### src/rtl/joy_dir_filter.sv
// Multi-player joystick direction conditioner: per-bit debounce followed by a
// shared run-time restriction mode (pass, 4-way, 2-way horizontal, 2-way vertical).
module joy_dir_filter #(
  parameter int PLAYERS    = 2,
  parameter int DEB_CYCLES = 0
) (
  input  logic                   clk,
  input  logic                   reset,
  input  logic [1:0]             mode,
  input  logic [4*PLAYERS-1:0]   joy_in,
  output logic [4*PLAYERS-1:0]   joy_out,
  output logic [PLAYERS-1:0]     changed
);

  localparam int D  = (DEB_CYCLES > 1) ? DEB_CYCLES : 1;
  localparam int CW = (D > 1) ? $clog2(D) : 1;
  localparam int NB = 4 * PLAYERS;
  localparam logic [CW-1:0] CNT_MAX = CW'(D - 1);

  typedef enum logic [1:0] {
    MODE_PASS  = 2'd0,
    MODE_WAY4  = 2'd1,
    MODE_WAY2H = 2'd2,
    MODE_WAY2V = 2'd3
  } mode_e;

  logic [NB-1:0]      deb_q, deb_d;
  logic [NB-1:0]      prev_q, prev_d;
  logic [NB-1:0]      msk_q, msk_d;
  logic [NB-1:0]      out_q, out_d;
  logic [PLAYERS-1:0] changed_q, changed_d;
  logic [1:0]         mode_q, mode_d;
  logic [CW-1:0]      cnt_q [NB];
  logic [CW-1:0]      cnt_d [NB];

  // One-hot of the highest set bit; up (bit 3) has top priority.
  function automatic logic [3:0] prio(input logic [3:0] x);
    logic [3:0] r;
    r = 4'b0000;
    if (x[3])      r = 4'b1000;
    else if (x[2]) r = 4'b0100;
    else if (x[1]) r = 4'b0010;
    else if (x[0]) r = 4'b0001;
    return r;
  endfunction

  always_comb begin
    deb_d = deb_q;
    for (int i = 0; i < NB; i++) begin
      cnt_d[i] = '0;
      if (joy_in[i] == deb_q[i]) begin
        cnt_d[i] = '0;
      end else if (cnt_q[i] == CNT_MAX) begin
        deb_d[i] = joy_in[i];
        cnt_d[i] = '0;
      end else begin
        cnt_d[i] = cnt_q[i] + CW'(1);
      end
    end
  end

  logic [3:0] mode_mask;
  logic [3:0] md, nw, nmsk, nout;

  always_comb begin
    mode_mask = 4'b1111;
    case (mode_e'(mode))
      MODE_WAY2H: mode_mask = 4'b0011;
      MODE_WAY2V: mode_mask = 4'b1100;
      default:    mode_mask = 4'b1111;
    endcase

    prev_d    = deb_q;
    mode_d    = mode;
    msk_d     = msk_q;
    out_d     = out_q;
    changed_d = '0;
    md        = 4'b0000;
    nw        = 4'b0000;
    nmsk      = 4'b1111;
    nout      = 4'b0000;

    for (int p = 0; p < PLAYERS; p++) begin
      md = deb_q[4*p +: 4] & mode_mask;
      nw = deb_q[4*p +: 4] & ~prev_q[4*p +: 4] & mode_mask;
      // A mode switch wipes the lock so no stale one-hot from the old mode survives.
      if (mode != mode_q)                      nmsk = 4'b1111;
      else if (nw != 4'b0000)                  nmsk = prio(nw);
      else if ((md & msk_q[4*p +: 4]) == 4'b0) nmsk = 4'b1111;
      else                                     nmsk = msk_q[4*p +: 4];

      if (mode_e'(mode) == MODE_PASS) nout = deb_q[4*p +: 4];
      else                            nout = prio(md & nmsk);

      msk_d[4*p +: 4] = nmsk;
      out_d[4*p +: 4] = nout;
      changed_d[p]    = (nout != out_q[4*p +: 4]);
    end
  end

  always_ff @(posedge clk) begin
    if (reset) begin
      deb_q     <= '0;
      prev_q    <= '0;
      msk_q     <= '1;
      out_q     <= '0;
      changed_q <= '0;
      mode_q    <= 2'd0;
      for (int i = 0; i < NB; i++) cnt_q[i] <= '0;
    end else begin
      deb_q     <= deb_d;
      prev_q    <= prev_d;
      msk_q     <= msk_d;
      out_q     <= out_d;
      changed_q <= changed_d;
      mode_q    <= mode_d;
      cnt_q     <= cnt_d;
    end
  end

  assign joy_out = out_q;
  assign changed = changed_q;

endmodule
### config.mk
export PLATFORM = sky130hd
export DESIGN_NAME = joy_dir_filter
export DESIGN_NICKNAME = d
export VERILOG_FILES = /design/src/rtl/joy_dir_filter.sv
export SDC_FILE = /design/constraint.sdc
export NUM_CORES = 1
export LEC_CHECK = 0
export ABC_AREA = 0
export BUFFER_PORTS_ARGS = -buffer_cell sky130_fd_sc_hd__buf_4
export CELL_PAD_IN_SITES_DETAIL_PLACEMENT = 2
export CELL_PAD_IN_SITES_GLOBAL_PLACEMENT = 2
export CORE_MARGIN = 8
export CORE_UTILIZATION = 36
export CTS_BUF_LIST = sky130_fd_sc_hd__clkbuf_16
export CTS_CLUSTER_SIZE = 30
export DETAILED_ROUTE_END_ITERATION = 12
export PLACE_DENSITY = 0.8
export SYNTH_ARGS = -nofsm -noshare
export SYNTH_HDL_FRONTEND = slang
export SYNTH_SLANG_ARGS = --single-unit
### constraint.sdc
create_clock -name clk -period 3 [get_ports clk]
set_clock_uncertainty 0.2 [all_clocks]
set_input_delay 0.45 -clock clk [delete_from_list [all_inputs] [get_ports clk]]
set_output_delay 0.45 -clock clk [all_outputs]
set_load 0.01 [all_outputs]
==> out/metrics.cfg <==
[floorplan]
pin_count = 22
die_height_um = 92.3
initial_core_util = 0.363
die_w_um = 92.3
core_um2 = 5780
die_area_um2 = 8520
rows = 28

[logic_synthesis]
syn-cell-area_um2 = 2100
avgSynthCellArea_um2 = 9.04
netlist_instances = 232
ys_async_sr_fraction = 0
synth_ff_type = dfxtp_1
ys_types = 58
yosysMostFrequentCell = dfxtp_1
yosysTopAreaCell = dfxtp_1
synth.area.top_cells = dfxtp_1 42%, mux2i_1 4.8%, nor2b_1 4.5%, nor2_1 3.4%, nand2_1 3.2%
ys_ff_latch = 44
synth_edf_count = 0
yosys-top-cells-count = 44 x dfxtp_1, 19 x nor2_1, 18 x nand2_1
ys_seq_area_frac = 0.420
yosys_warnings = 0
synth_top_cell_area_share = 0.420

[detailed_routing]
via_per_inst = 5.59
first_pass_iters = 4
first_iter_violations = 43
drtAntennaViolNets = 0
drc = 0
wl_per_cell_um = 20.3
totalWireLength_um = 6870
vias = 1896

[sta]
worst-slew-pin-transition_ns = 0.570
worst_slew_margin_rel = 0.619
fmax_ghz = 0.392
finalSetupTns_ns = 0
post-route-period-util = 0.849
finalMaxSlewViolations = 0
hold_ws_ns = 0.190
hold_viol_final = 0
fin_crit_ns = 2.55
setup_violations = 0
rsz0062_at_grt = no

[placement]
dp_cells = 331
io_buffers = 21
dpl.hpwl_um = 4860
place.gp.congestion = 0.829

[setup_path]
reg2regPathDepth = 7
critPathLaunchType = input pin
r2r_slack_ns = 0.45
crit_top_cell = buf_4
path_class = in -> reg
crit_path_top_delay_cell = mux2_1
max_stage_delay_ns = 0.35
crit_chain = buf_4, and2_1, buf_4, nor4b_1, o31ai_1, a21o_1, a211oi_2, mux2_1, a31oi_1
critPathCaptureType = flip-flop
crit_cells = 9
critical_path_buf_inv_count = 2
crit_fanout = 15
worstPathRequired_ns = 3.02
cp.arrival_ns = 2.57
critical-path-top-delay-family = compound AO/OA/AOI/OAI gates

[cells_and_area]
drive_above_1_share = 0.174
areaGrowthSynthToFinish_pct = 19.6
nets = 275
instances_no_fill = 339
n_antenna_cell = 0
nFillCells = 656

[worst_hold_path]
hold_path_class = in -> reg
holdPathStages = 3

[global_route]
grt_max_degree = 31
antenna_found_initial = 0
grt_pass1_wl_um = 11500
grt_overflow = 0
grt.total_usage = 0.170
first_global_vias = 2160

[clock_tree]
clk_latency_ns = 0.29
cts_max_level = 2
cts_hold_buf = 0
ctsResizeCount = 0
cts_sinks = 44
root_buffer = clkbuf_16
clkSlewWorstSetupHoldPaths_ns = 0.06
cts_made_buffers = 5
cts_tree = built
cts_buffer_depth = 2
cts_setup_buffers = 0

[pwr]
leakagePower_nw = 0.960
max-vdd-ir-drop_mv = 0.270
report.power.total_mw = 1.43
power_density_nw_per_um2 = 568

[flow_run]
cap_violations = 0

[run_status]
status = finished clean

power by group:
group,switching [mW],internal [mW],leakage (nW),total (mW)
registers,0.0298,0.615,0.363,0.645
logic,0.134,0.100,0.534,0.234
clock network,0.241,0.306,0.0635,0.547
total,0.404,1.02,0.960,1.43
flip-flops by register name, indices dropped and copies added, names as in the netlist:
register and count:
changed 2, cnt_q 8, deb_q 8, joy_out 8, mode_q 2, msk_q 8, prev_q 8
cells by family (layout without fill, tap and decap cells):
kind of cell    after synthesis  in the layout  synth area share
buf+inv                      16             41            0.0352
fa+ha+maj                     1              1           0.00537
other cells                   1              8           0.00179
compound gates               69             69             0.251
xor+xnor                      4              4            0.0167
mux                          11             11            0.0531
flops                        44             44             0.420
simple gates                 86             86             0.217
per-stage QoR:
stage | util | setup slack [ns] | area [um^2]
finish | 0.434 | 0.452 | 2510
global route | 0.434 | 0.289 | 2510
CTS | 0.434 | 0.463 | 2510
detailed placement | 0.409 | 0.183 | 2360
global placement | 0.409 | 0.311 | 2360
floorplan | - | 0.630 | 2120
path summary, 6_finish.rpt:
path                                start          to
worst min register to register   cnt_q[2]    deb_q[5]
worst max register to register   deb_q[7]  changed[1]
worst max-delay path              mode[0]  changed[1]
worst min-delay path            joy_in[5]    deb_q[5]
worst min-delay path: cells and delay by family:
| kind | cells | cell delay, ns |
|---|---|---|
| multiplexers | 1 | 0.05 |
| AND/OR/NAND/NOR | 1 | 0.07 |
| buffers and inverters | 1 | 0.08 |
routing by layer:
layer	share of wire	global-route usage
met1	0.46	0.214
met2	0.47	0.271
met3	0.047	0.0356
met4	0.024	0.0805
met5	0	0
final cells by class:
type,count,area (um^2),share of cell area
clock inverters,3,18.8,0.00748
flip-flops and latches,44,881,0.351
clock buffers,5,125,0.0499
multi-input cells,179,1170,0.466
well taps,75,93.8,0.0374
inverters,7,26.3,0.0105
repair buffers,26,195,0.0778
placed cells by master, fill, tap and decap left out, types with 3 or more instances in the layout:
cell type   n
o21ai_0     3
nand3_1     4
nand2b_1   10
xnor2_1     3
buf_4      26
a211oi_2    3
a31oi_1     3
inv_1       6
or3_1       4
nor3_1      4
o31ai_1     3
a21o_1      3
a21oi_1    13
dfxtp_1    44
o21ai_1     4
and2_1      4
conb_1      8
mux2i_1    10
nor2b_1    15
nor2_1     19
clkbuf_16   5
a22oi_1     4
nand2_1    18
o21a_1      6
(Power assumes the default switching activity.)
